File: src/rtl/mult_pkg.sv
// Shared types and helpers for the sequential shift-add multiplier.
// Holds the FSM state encoding, the iteration-counter width and the prefix-tree cells.
package mult_pkg;

  typedef enum logic [1:0] {
    StIdle,
    StRun,
    StDone
  } state_e;

  // Counter must hold 0 .. WIDTH/STEP inclusive.
  function automatic int unsigned cnt_width(int unsigned width, int unsigned step);
    return $clog2(width / step + 1);
  endfunction

  // Black cell: combines generate and propagate of two adjacent groups; returns {g, p}.
  function automatic logic [1:0] black_cell(logic gi, logic pi, logic gj, logic pj);
    return {gi | (pi & gj), pi & pj};
  endfunction

  // Grey cell: used where the lower group already reaches bit 0, so only generate is needed.
  function automatic logic grey_cell(logic gi, logic pi, logic gj);
    return gi | (pi & gj);
  endfunction

endpackage

File: src/rtl/prefix_adder.sv
// N-bit Sklansky parallel-prefix adder, carry-in 0, carry-out dropped.
// The prefix tree runs over bits 0..N-2 only, since the top carry never reaches the sum.
module prefix_adder
  import mult_pkg::*;
#(
  parameter int unsigned N = 16
) (
  input  logic [N-1:0] a_i,
  input  logic [N-1:0] b_i,
  output logic [N-1:0] sum_o
);

  logic [N-1:0] p0;
  logic [N-2:0] g;
  logic [N-2:0] p;
  logic [1:0]   gp;
  int           j;

  always_comb begin
    p0 = a_i ^ b_i;
    g  = a_i[N-2:0] & b_i[N-2:0];
    p  = p0[N-2:0];
    gp = '0;
    j  = 0;
    // In-place update is safe: the partner j always has bit l clear, so it is untouched this level.
    for (int l = 0; (1 << l) < (N - 1); l++) begin
      for (int i = 0; i < N - 1; i++) begin
        if (((i >> l) & 1) == 1) begin
          j = ((i >> l) << l) - 1;
          if ((i >> (l + 1)) == 0) begin
            g[i] = grey_cell(g[i], p[i], g[j]);
          end else begin
            gp   = black_cell(g[i], p[i], g[j], p[j]);
            g[i] = gp[1];
            p[i] = gp[0];
          end
        end
      end
    end
    sum_o = p0 ^ {g, 1'b0};
  end

endmodule

File: src/rtl/seq_mult_pp.sv
// Multi-cycle shift-add multiplier retiring STEP multiplier bits per cycle,
// with valid/ready handshakes and signed/unsigned operand modes.
module seq_mult_pp
  import mult_pkg::*;
#(
  parameter int unsigned WIDTH = 8,
  parameter int unsigned STEP  = 2
) (
  input  logic                 clk_i,
  input  logic                 rst_i,
  input  logic                 in_valid_i,
  output logic                 in_ready_o,
  input  logic [WIDTH-1:0]     x_i,
  input  logic [WIDTH-1:0]     y_i,
  input  logic                 is_signed_i,
  output logic                 out_valid_o,
  input  logic                 out_ready_i,
  output logic [2*WIDTH-1:0]   o_o,
  output logic                 busy_o
);

  localparam int unsigned PW    = 2 * WIDTH;
  localparam int unsigned Iters = WIDTH / STEP;
  localparam int unsigned CntW  = cnt_width(WIDTH, STEP);

  if (WIDTH < 2) begin : g_bad_width
    $error("seq_mult_pp: WIDTH must be at least 2");
  end
  if (STEP < 1 || STEP > WIDTH || (WIDTH % STEP) != 0) begin : g_bad_step
    $error("seq_mult_pp: STEP must divide WIDTH and lie in 1..WIDTH");
  end

  state_e            state_q, state_d;
  logic [PW-1:0]     xm_q, xm_d;
  logic [WIDTH-1:0]  ym_q, ym_d;
  logic              neg_q, neg_d;
  logic [PW-1:0]     acc_q, acc_d;
  logic [CntW-1:0]   cnt_q, cnt_d;
  logic [PW-1:0]     o_q, o_d;

  logic [WIDTH-1:0]  x_mag, y_mag;
  logic [PW-1:0]     row, maj;
  logic [PW-1:0]     csa_sum, csa_carry;
  logic [PW-1:0]     acc_sum, neg_sum;
  logic [PW-1:0]     one;
  logic              last_iter;

  // The most negative operand negates to itself, which is its correct unsigned magnitude.
  assign x_mag = (is_signed_i && x_i[WIDTH-1]) ? -x_i : x_i;
  assign y_mag = (is_signed_i && y_i[WIDTH-1]) ? -y_i : y_i;

  // xm_q is pre-shifted each iteration, so row k of this cycle is simply xm_q << k.
  always_comb begin
    csa_sum   = acc_q;
    csa_carry = '0;
    row       = '0;
    maj       = '0;
    for (int k = 0; k < STEP; k++) begin
      row       = ym_q[k] ? (xm_q << k) : '0;
      maj       = (csa_sum & csa_carry) | (csa_sum & row) | (csa_carry & row);
      csa_sum   = csa_sum ^ csa_carry ^ row;
      csa_carry = maj << 1;
    end
  end

  assign one = {{(PW - 1){1'b0}}, 1'b1};

  prefix_adder #(
    .N (PW)
  ) u_acc_add (
    .a_i   (csa_sum),
    .b_i   (csa_carry),
    .sum_o (acc_sum)
  );

  prefix_adder #(
    .N (PW)
  ) u_neg_add (
    .a_i   (~acc_sum),
    .b_i   (one),
    .sum_o (neg_sum)
  );

  assign last_iter = (cnt_q == CntW'(Iters - 1));

  always_comb begin
    state_d = state_q;
    xm_d    = xm_q;
    ym_d    = ym_q;
    neg_d   = neg_q;
    acc_d   = acc_q;
    cnt_d   = cnt_q;
    o_d     = o_q;
    unique case (state_q)
      StIdle: begin
        if (in_valid_i) begin
          xm_d    = {{WIDTH{1'b0}}, x_mag};
          ym_d    = y_mag;
          neg_d   = is_signed_i & (x_i[WIDTH-1] ^ y_i[WIDTH-1]);
          acc_d   = '0;
          cnt_d   = '0;
          state_d = StRun;
        end
      end
      StRun: begin
        acc_d = acc_sum;
        xm_d  = xm_q << STEP;
        ym_d  = ym_q >> STEP;
        cnt_d = cnt_q + 1'b1;
        if (last_iter) begin
          o_d     = neg_q ? neg_sum : acc_sum;
          state_d = StDone;
        end
      end
      StDone: begin
        if (out_ready_i) begin
          state_d = StIdle;
        end
      end
      default: state_d = StIdle;
    endcase
  end

  always_ff @(posedge clk_i or posedge rst_i) begin
    if (rst_i) begin
      state_q <= StIdle;
      xm_q    <= '0;
      ym_q    <= '0;
      neg_q   <= 1'b0;
      acc_q   <= '0;
      cnt_q   <= '0;
      o_q     <= '0;
    end else begin
      state_q <= state_d;
      xm_q    <= xm_d;
      ym_q    <= ym_d;
      neg_q   <= neg_d;
      acc_q   <= acc_d;
      cnt_q   <= cnt_d;
      o_q     <= o_d;
    end
  end

  assign in_ready_o  = (state_q == StIdle) && !rst_i;
  assign out_valid_o = (state_q == StDone);
  assign busy_o      = (state_q != StIdle);
  assign o_o         = o_q;

endmodule
File: config.mk
export PLATFORM = sky130hd
export DESIGN_NAME = seq_mult_pp
export DESIGN_NICKNAME = d
export VERILOG_FILES = /design/src/rtl/mult_pkg.sv /design/src/rtl/prefix_adder.sv /design/src/rtl/seq_mult_pp.sv
export SDC_FILE = /design/constraint.sdc
export NUM_CORES = 1
export LEC_CHECK = 0
export CORE_ASPECT_RATIO = 1.5
export CORE_MARGIN = 4
export CORE_UTILIZATION = 41
export DETAILED_ROUTE_END_ITERATION = 10
export GPL_ROUTABILITY_DRIVEN = 0
export MAX_ROUTING_LAYER = met4
export PLACE_DENSITY = 0.7
export SETUP_SLACK_MARGIN = 0.05
export SLEW_MARGIN = 20
export SYNTH_ARGS = -nofsm -noshare
export SYNTH_HDL_FRONTEND = slang
export SYNTH_SLANG_ARGS = --single-unit
File: constraint.sdc
create_clock -name clk_i -period 9.3 [get_ports clk_i]
set_input_delay 1.395 -clock clk_i [delete_from_list [all_inputs] [get_ports clk_i]]
set_output_delay 1.395 -clock clk_i [all_outputs]
set_load 0.1 [all_outputs]
==> results of run 1 <==
[tightest hold or removal path, stage by stage (launching register included)]
cell and delay (ns):
sky130_fd_sc_hd__dfrtp_1 0.34, sky130_fd_sc_hd__nand2_1 0.04, sky130_fd_sc_hd__o21ai_0 0.06
[state kept, by name, summed over array words and instances, names as in the netlist]
signal   count
acc_q       16
o_o         16
xm_q        16
ym_q         8
cnt_q        3
state_q      2
neg_q        1
[metrics by stage]
| step | hold slack, ns | std cells | util [%] | cell area [um^2] | setup WS, ns |
|---|---|---|---|---|---|
| CTS | 0.4817 | 651 | 50.53 | 5150 | 4.590 |
| floorplan | 0.4673 | 474 | - | 4318 | 4.989 |
| detailed placement | 0.4703 | 636 | 47.37 | 4827 | 4.598 |
| global placement | 0.4632 | 636 | 47.37 | 4827 | 4.736 |
| global route | 0.5092 | 651 | 50.56 | 5152 | 4.229 |
| finish | 0.4801 | 651 | 50.56 | 5152 | 4.628 |
[how the worst max path moves through the flow]
stage / start / endpoint / cells after the start
finish: ym_q[0] / o_o[13] / 16
global route: ym_q[0] / o_o[13] / 16
CTS: ym_q[0] / o_o[13] / 16
detailed placement: ym_q[0] / o_o[13] / 16
global placement: ym_q[0] / o_o[13] / 16
floorplan: ym_q[0] / o_o[13] / 17
[layout make-up]
cell class | count | area share [%]
multi-input cells | 353 | 49.49
flip-flops and latches | 62 | 30.11
clock buffers | 11 | 4.905
inverters | 39 | 2.841
well taps | 141 | 3.424
clock inverters | 4 | 1.360
repair buffers | 41 | 7.868
[metal layers]
layer,vias to the layer above,share of wire (%)
li1,1654,-
met1,1617,44
met2,48,51
met3,18,2.8
met4,0,2.4
met5,-,0
[cells by family (layout without fill, tap and decap cells)]
| logic type | Yosys count | count (layout) |
|---|---|---|
| adders and majority gates | 52 | 52 |
| xor gates and xnor gates | 33 | 33 |
| AOI/OAI and AO/OA | 99 | 99 |
| and+or+nand+nor | 163 | 163 |
| muxes | 6 | 6 |
| DFF | 62 | 62 |
| buffers and inverters | 59 | 95 |
[cells in the final DEF, fill, tap and decap left out, types with 3 or more instances in the layout]
master                            netlist  layout
sky130_fd_sc_hd__dfrtp_1               62      62
sky130_fd_sc_hd__a31oi_1                3       3
sky130_fd_sc_hd__mux2i_1                5       5
sky130_fd_sc_hd__and2_1                27      27
sky130_fd_sc_hd__ha_1                  35      35
sky130_fd_sc_hd__clkdlybuf4s50_1        0      39
sky130_fd_sc_hd__nor2_1                25      25
sky130_fd_sc_hd__xor2_1                13      13
sky130_fd_sc_hd__o21ai_0               51      51
sky130_fd_sc_hd__nand2b_1               6       5
sky130_fd_sc_hd__a22o_1                 3       3
sky130_fd_sc_hd__inv_1                 39      38
sky130_fd_sc_hd__a21oi_1                5       5
sky130_fd_sc_hd__fa_1                  17      17
sky130_fd_sc_hd__xnor2_1               20      20
sky130_fd_sc_hd__nor2b_1                3       3
sky130_fd_sc_hd__o31ai_1                4       4
sky130_fd_sc_hd__a22oi_1               10      10
sky130_fd_sc_hd__nand3_1               25      25
sky130_fd_sc_hd__o21ai_1                7       7
sky130_fd_sc_hd__clkbuf_16              0       9
sky130_fd_sc_hd__nor3_1                 7       7
sky130_fd_sc_hd__nand2_1               63      62
==> results.cfg, run 1 <==
[worst_setup_path]
timing.setup.critical_path_class = reg2reg
reg2reg_to = o_o[13]
rrSetupSlack_ns = 4.63
critPathTopFamily = adder cells
critPathBufInv = 1
endpoint_kind = flop
timing.critical_path.fanout_max = 17
critical-path-slowest-cell = sky130_fd_sc_hd__fa_1
cp_cell_sequence = and2_1 > ha_1 > fa_1 > ha_1 > inv_1 > fa_1 > nand2b_1 > a21oi_1 > nor2_1 > fa_1 > xor2_1 > nand4_1 > o31ai_4 > a21boi_1 > xor2_1 > o21ai_1
worst_r2r_startpoint = ym_q[0]
delay_of_the_slowest_cell_on_the_worst_path_ns = 0.54
cp_common_cell = sky130_fd_sc_hd__fa_1
crit_path_start_kind = flop
critPathArrivalTime_ns = 4.85
worst-r2r-cell-count = 16
critical_path_required_ns = 9.48

[finish]
n_antenna_cell = 0
multi_input_area_um2 = 2550
nFillCells = 961
nets = 579
area_occupied_by_registers_um2 = 1551
drive_gt1_share_pct = 5.882
layout-area-overhead-vs-synth_pct = 19.33

[synthesis]
share_of_flip_flops_with_an_asynchronous_set_or_reset_pct = 100.0
syn_nets = 547
yosysUniqueCellTypes = 44
synth_top_cell_area_share_pct = 35.93
cell_types_occupying_the_most_area_after_synthesis = sky130_fd_sc_hd__dfrtp_1, sky130_fd_sc_hd__ha_1, sky130_fd_sc_hd__fa_1
synth_most_common_cell = sky130_fd_sc_hd__nand2_1
yosys_register_bits = 62
synth-seq-area-share_pct = 35.93
number_of_enable_type_register_cells_in_the_synthesized_netlist = 0
synth_common_cells = sky130_fd_sc_hd__nand2_1, sky130_fd_sc_hd__dfrtp_1, sky130_fd_sc_hd__o21ai_0
netlist_area_um2 = 4318
synth_top_family_by_area = adder cells
synth_compound_gate_area_share_pct = 15.04
synthesis.yosys.warnings = 0
yosys.area_share.adder_pct = 18.02
netlist_instances = 474
synth_simple_gate_area_share_pct = 17.76
library_cell_occupying_the_most_area_in_the_post_synthesis_netlist = sky130_fd_sc_hd__dfrtp_1
synth_xor_area_share_pct = 6.694
yosys_most_used_dff = sky130_fd_sc_hd__dfrtp_1
avgSynthCellArea_um2 = 9.109
portion_of_netlist_area_occupied_by_mux_cells_pct = 1.420

[timing]
setup_tns_ns = 0
report.final.hold_viol_count = 0
number_of_slew_limit_violations_in_the_final_report = 0
finalClockSkew_ns = 0.003670
final.period_utilization_pct = 50.23
max_slew.worst_pin.slew_ns = 0.9821
unrepaired_setup_endpoints_after_global_routing = no
clock.fmax_ghz = 0.2141
timing.max_slew.rel_slack_pct = 34.32
setup_viol = 0
period_minus_slack_ns = 4.672

[outcome]
status = finished clean

[clock_network]
post_cts.resized_instances = 0
worst_setup_hold_path_clk_slew_ns = 0.05
tritoncts_num_sinks = 62
clock-root-buffer = sky130_fd_sc_hd__clkbuf_16
cts.repair_timing.setup_buffer_count = 0
htree_num_levels = 3
ctsLongestPathBuffers = 2
cts.hold.buffers_added = 0
tritoncts.num_buffers = 9
tritoncts_clock_tree = done
clk_latency_worst_skew_pair_ns = 0.33

[die]
floorplan.initialDensity_pct = 42.37
die_height_um = 133.7
design.portCount = 40
core_region_area_um2 = 10190
chipWidth_um = 91.79
die_area_um2 = 12270
fp-row-count = 45

[place]
detailedPlacementHpwl_um = 6606
port-buffer-count = 39

[run]
timing.max_cap.violations = 0

[hold_path]
hold_path_class = reg2reg
hold_depth = 2
min_from = o_o[9]
timing.hold.worst_endpoint = o_o[9]

[routing]
detail_route.drc_violations = 0
antenna_left = 0
wl_um = 8711
drt-initial-drc-count = 103
routed-via-count = 3337
detailedRoute.firstPassIterationCount = 4
routedWlPerCell_um = 13.38
vias_per_cell = 5.126

[global_routing]
globalRouteTotalUtil_pct = 16.09
global_route.usage.met1_pct = 18.50
overflow = 0
globalRoute.busiestLayer = met2
grt_start_max_net_pins = 63
grt_pass1_vias = 3495
groute.layer.met2.usage_pct = 27.21
grt_pass1_wl_um = 15750
grtUsageMet3_pct = 2.881
grt_antenna_before_repair = 0
Power of run 1 is left out: the tool's default activity adds up to more than one toggle a clock period on the data nets, which glitch-free logic cannot reach.
==> run 2, diff against run 1 <==
--- a/config.mk
+++ b/config.mk
@@ -11,7 +11,7 @@
 export DETAILED_ROUTE_END_ITERATION = 10
 export GPL_ROUTABILITY_DRIVEN = 0
 export MAX_ROUTING_LAYER = met4
-export PLACE_DENSITY = 0.7
+export PLACE_DENSITY = 0.73
 export SETUP_SLACK_MARGIN = 0.05
 export SLEW_MARGIN = 20
 export SYNTH_ARGS = -nofsm -noshare
==> constraint.sdc (replaced) <==
create_clock -name clk_i -period 4.1 [get_ports clk_i]
set_input_delay 0.615 -clock clk_i [delete_from_list [all_inputs] [get_ports clk_i]]
set_output_delay 0.615 -clock clk_i [all_outputs]
set_load 0.1 [all_outputs]
==> run 2 against run 1 <==
Net effect: worst hold slack worse by 0.0084 ns; register-to-register slack lost 4.4 ns; count of clock-buffer cells in the layout did not move; global-route usage is 0.73 points higher; core utilization increased by 2.0 points; die area unchanged; critical path type unchanged; largest cell class unchanged; highest routed layer unchanged.
==> results.cfg, run 2 (synthesized netlist as in run 1, its figures left out) <==
[worst_setup_path]
worst-r2r-cell-count = 15
critical-path-slowest-cell = sky130_fd_sc_hd__fa_1
timing.setup.critical_path_class = reg2reg
cp_cell_sequence = buf_6 > and2_1 > ha_1 > fa_1 > ha_4 > and2_4 > a221o_1 > nor2_2 > fa_2 > buf_4 > buf_4 > ha_1 > nand2b_1 > xnor2_1 > o21ai_0
critPathBufInv = 3
endpoint_kind = flop
delay_of_the_slowest_cell_on_the_worst_path_ns = 0.55
crit_path_start_kind = flop
rrSetupSlack_ns = 0.22
critical_path_required_ns = 4.27
critPathTopFamily = adder cells
worst_r2r_startpoint = ym_q[0]
timing.critical_path.fanout_max = 7
reg2reg_to = o_o[9]
critPathArrivalTime_ns = 4.05

[finish]
drive_gt1_share_pct = 12.21
layout-area-overhead-vs-synth_pct = 24.08
layout.core_utilization_pct = 52.57
n_antenna_cell = 0
nets = 593
final_cell_mix = sky130_fd_sc_hd__nand2_1, sky130_fd_sc_hd__dfrtp_1, sky130_fd_sc_hd__o21ai_0

[clock_network]
htree_num_levels = 3
cts.hold.buffers_added = 0
tritoncts.num_buffers = 9
clock-root-buffer = sky130_fd_sc_hd__clkbuf_16
tritoncts_clock_tree = done
worst_setup_hold_path_clk_slew_ns = 0.05
clk_latency_worst_skew_pair_ns = 0.33
ctsLongestPathBuffers = 2
tritoncts_num_sinks = 62

[timing]
max_slew.worst_pin.slew_ns = 0.9781
report.final.hold_viol_count = 0
number_of_slew_limit_violations_in_the_final_report = 0
period_minus_slack_ns = 3.878
final.period_utilization_pct = 94.58
setup_viol = 0
finalClockSkew_ns = 0.007486
timing.max_slew.rel_slack_pct = 34.59
clock.fmax_ghz = 0.2579

[die]
design.portCount = 40
core_region_area_um2 = 10190
die_area_um2 = 12270
floorplan.initialDensity_pct = 42.37
fp-row-count = 45
chipWidth_um = 91.79
die_height_um = 133.7

[global_routing]
overflow = 0
globalRouteTotalUtil_pct = 16.82
grt_antenna_before_repair = 0
grt_pass1_wl_um = 16230
grt_start_max_net_pins = 47
grt_pass1_vias = 3601

[routing]
detailedRoute.firstPassIterationCount = 4
vias_per_cell = 5.185
drt-initial-drc-count = 123
detail_route.drc_violations = 0
antenna_left = 0
routed-via-count = 3448
wl_um = 9350
routedWlPerCell_um = 14.06

[run]
timing.max_cap.violations = 0

[place]
port-buffer-count = 39
detailedPlacementHpwl_um = 6939

[hold_path]
min_from = o_o[7]
hold_path_class = reg2reg
timing.hold.worst_endpoint = o_o[7]
hold_depth = 2

[outcome]
status = finished clean
[run 2: metrics by stage]
stage,hold WS [ns],instance area (um^2),setup slack [ns],std cells,TNS [ns]
after CTS,0.4798,5205,0.05451,658,0
after detailed placement,0.4693,4887,0.04918,642,0
after global placement,0.4644,4887,0.1506,642,0
final,0.4716,5358,0.2223,665,0
after global routing,0.5055,5358,-0.007016,665,-0.007016
after floorplan,0.4673,4337,0.05030,474,0
[run 2: worst max path at each step]
stage            start       to  slack (ns)  cells past startpoint
2_1_floorplan  ym_q[0]  o_o[13]        0.05                     17
3_3_place_gp   ym_q[0]  o_o[13]        0.15                     15
3_5_place_dp   ym_q[0]  o_o[13]        0.05                     15
4_1_cts        ym_q[0]  o_o[13]        0.05                     15
5_1_grt        ym_q[0]  o_o[13]      -0.007                     15
6_report       ym_q[0]   o_o[9]        0.22                     15
[run 2: final cells by class]
cell class | count | area [um^2]
fill | 923 | 4833
multi-input combinational | 353 | 2681
sequential | 62 | 1551
timing repair buffer | 55 | 511.7
clock buffer | 11 | 242.7
tap | 141 | 176.4
inverter | 39 | 146.4
clock inverter | 4 | 47.55
[run 2: routing by layer]
layer  vias to the layer above  wire length (um)  GRT usage [%]
li1                       1684                 -              -
met1                      1669              3713          17.82
met2                        72              4977          29.56
met3                        23               378          3.446
met4                         0               280          8.182
met5                         -                 0              -
[run 2: what timing repair did]
item / CTS / global route
gates resized for setup: 2 / 16
endpoints found under the setup margin: 1 / 5
setup buffers: 1 / 7
pin swaps: 3 / 11
[run 2: worst min-delay path, cell delays in order (launching register included)]
cell,delay (ns)
sky130_fd_sc_hd__dfrtp_1,0.33
sky130_fd_sc_hd__nand2_1,0.04
sky130_fd_sc_hd__o21ai_0,0.06
Power of run 2 is left out for the same reason.
==> run 3, diff against run 2 <==
--- a/config.mk
+++ b/config.mk
@@ -13,6 +13,7 @@
 export MAX_ROUTING_LAYER = met4
 export PLACE_DENSITY = 0.73
 export SETUP_SLACK_MARGIN = 0.05
+export SKIP_CTS_REPAIR_TIMING = 1
 export SLEW_MARGIN = 20
 export SYNTH_ARGS = -nofsm -noshare
 export SYNTH_HDL_FRONTEND = slang
==> run 3 against run 2 <==
Net effect: wire length rose by 1.9%; critical path depth increased by 1; flip-flop and latch count unchanged; via count rose by 0.87%; global-route usage is 0.13 points lower; cell count increased by 0.30%; count of clock-buffer cells in the layout is the same; register-to-register slack barely moved; final area rose by 0.44%; worst hold slack barely moved; critical path type unchanged.
==> results.cfg, run 3 (synthesized netlist as in run 1, its figures left out) <==
[outcome]
status = finished clean

[worst_setup_path]
timing.setup.critical_path_class = reg2reg
critical-path-slowest-cell = sky130_fd_sc_hd__fa_2
timing.critical_path.fanout_max = 6
critPathTopFamily = adder cells
cp_cell_sequence = and2_4 > ha_4 > fa_1 > ha_2 > inv_2 > fa_2 > nand2b_4 > a21oi_4 > nor2_2 > fa_2 > nand4_1 > o31ai_4 > buf_4 > o21ai_1 > xor2_1 > o21ai_1
delay_of_the_slowest_cell_on_the_worst_path_ns = 0.54
crit_path_start_kind = flop
critPathArrivalTime_ns = 4.07
critPathBufInv = 2
endpoint_kind = flop
critical_path_required_ns = 4.28

[timing]
report.final.hold_viol_count = 0
unrepaired_setup_endpoints_after_global_routing = yes
setup_viol = 0
timing.max_slew.rel_slack_pct = 31.92
number_of_slew_limit_violations_in_the_final_report = 0
final.period_utilization_pct = 94.77
clock.fmax_ghz = 0.2574
finalClockSkew_ns = 0.008449
setup_tns_ns = 0
period_minus_slack_ns = 3.886
max_slew.worst_pin.slew_ns = 1.019

[die]
floorplan.initialDensity_pct = 42.37
design.portCount = 40
die_height_um = 133.7
chipWidth_um = 91.79
core_region_area_um2 = 10190
fp-row-count = 45
die_area_um2 = 12270

[hold_path]
hold_path_class = reg2reg

[clock_network]
tritoncts_clock_tree = done
tritoncts_num_sinks = 62
worst_setup_hold_path_clk_slew_ns = 0.05
htree_num_levels = 3
tritoncts.num_buffers = 9
clk_latency_worst_skew_pair_ns = 0.34
ctsLongestPathBuffers = 2
clock-root-buffer = sky130_fd_sc_hd__clkbuf_16

[routing]
routed-via-count = 3478
vias_per_cell = 5.214
drt-initial-drc-count = 147
wl_um = 9528
detailedRoute.firstPassIterationCount = 5
detail_route.drc_violations = 0
routedWlPerCell_um = 14.28
antenna_left = 0

[finish]
layout-area-overhead-vs-synth_pct = 24.63
nets = 595
area_occupied_by_registers_um2 = 1551
n_antenna_cell = 0
nFillCells = 918
final_cell_mix = sky130_fd_sc_hd__nand2_1, sky130_fd_sc_hd__dfrtp_1, sky130_fd_sc_hd__o21ai_0
multi_input_area_um2 = 2690
drive_gt1_share_pct = 13.12

[global_routing]
grt_start_max_net_pins = 47
globalRouteTotalUtil_pct = 16.68
grt_pass1_vias = 3581
overflow = 0
grt_pass1_wl_um = 16080
grt_antenna_before_repair = 0

[place]
detailedPlacementHpwl_um = 6939
port-buffer-count = 39

[run]
timing.max_cap.violations = 0
## run 3: worst min-delay path, stage by stage, from the launching register on
cell	delay (ns)
sky130_fd_sc_hd__dfrtp_1	0.33
sky130_fd_sc_hd__nand2_1	0.04
sky130_fd_sc_hd__o21ai_0	0.06
## run 3: worst paths after layout
path                              start    endpoint  slack, ns  cells after the start
min in group asynchronous         rst_i  state_q[0]       0.84                      2
max in group asynchronous         rst_i      o_o[8]       2.46                      3
worst max register to register  ym_q[0]     o_o[14]       0.21                     16
worst min register to register   o_o[7]      o_o[7]       0.47                      2
worst min-delay path             o_o[7]      o_o[7]       0.47                      2
worst max-delay path            ym_q[0]     o_o[14]       0.21                     16
## run 3: routing by layer
metal | share of wire (%) | vias to the layer above | track usage [%]
met1 | 39 | 1701 | 17.60
met5 | 0 | - | -
li1 | - | 1694 | -
met2 | 55 | 65 | 29.44
met4 | 2.6 | 0 | 8.017
met3 | 3.9 | 18 | 3.446
## run 3: area by class of cell
class,count,area share (%)
multi-input cells,353,49.99
flip-flops and latches,62,28.83
repair buffers,57,9.788
clock buffers,11,4.511
well taps,141,3.278
inverters,39,2.720
clock inverters,4,0.8835
## run 3: stage by stage
step                      utilization [%]  hold WS, ns  area (um^2)  setup WS [ns]  std cells
after floorplan                         -       0.4673         4337        0.05030        474
after global placement              47.96       0.4644         4887         0.1506        642
after detailed placement            47.96       0.4693         4887        0.04918        642
after CTS                           50.80       0.4798         5177        0.04182        657
after global routing                52.81       0.5055         5381        0.02243        667
final                               52.81       0.4717         5381         0.2145        667
Power of run 3 is left out for the same reason.
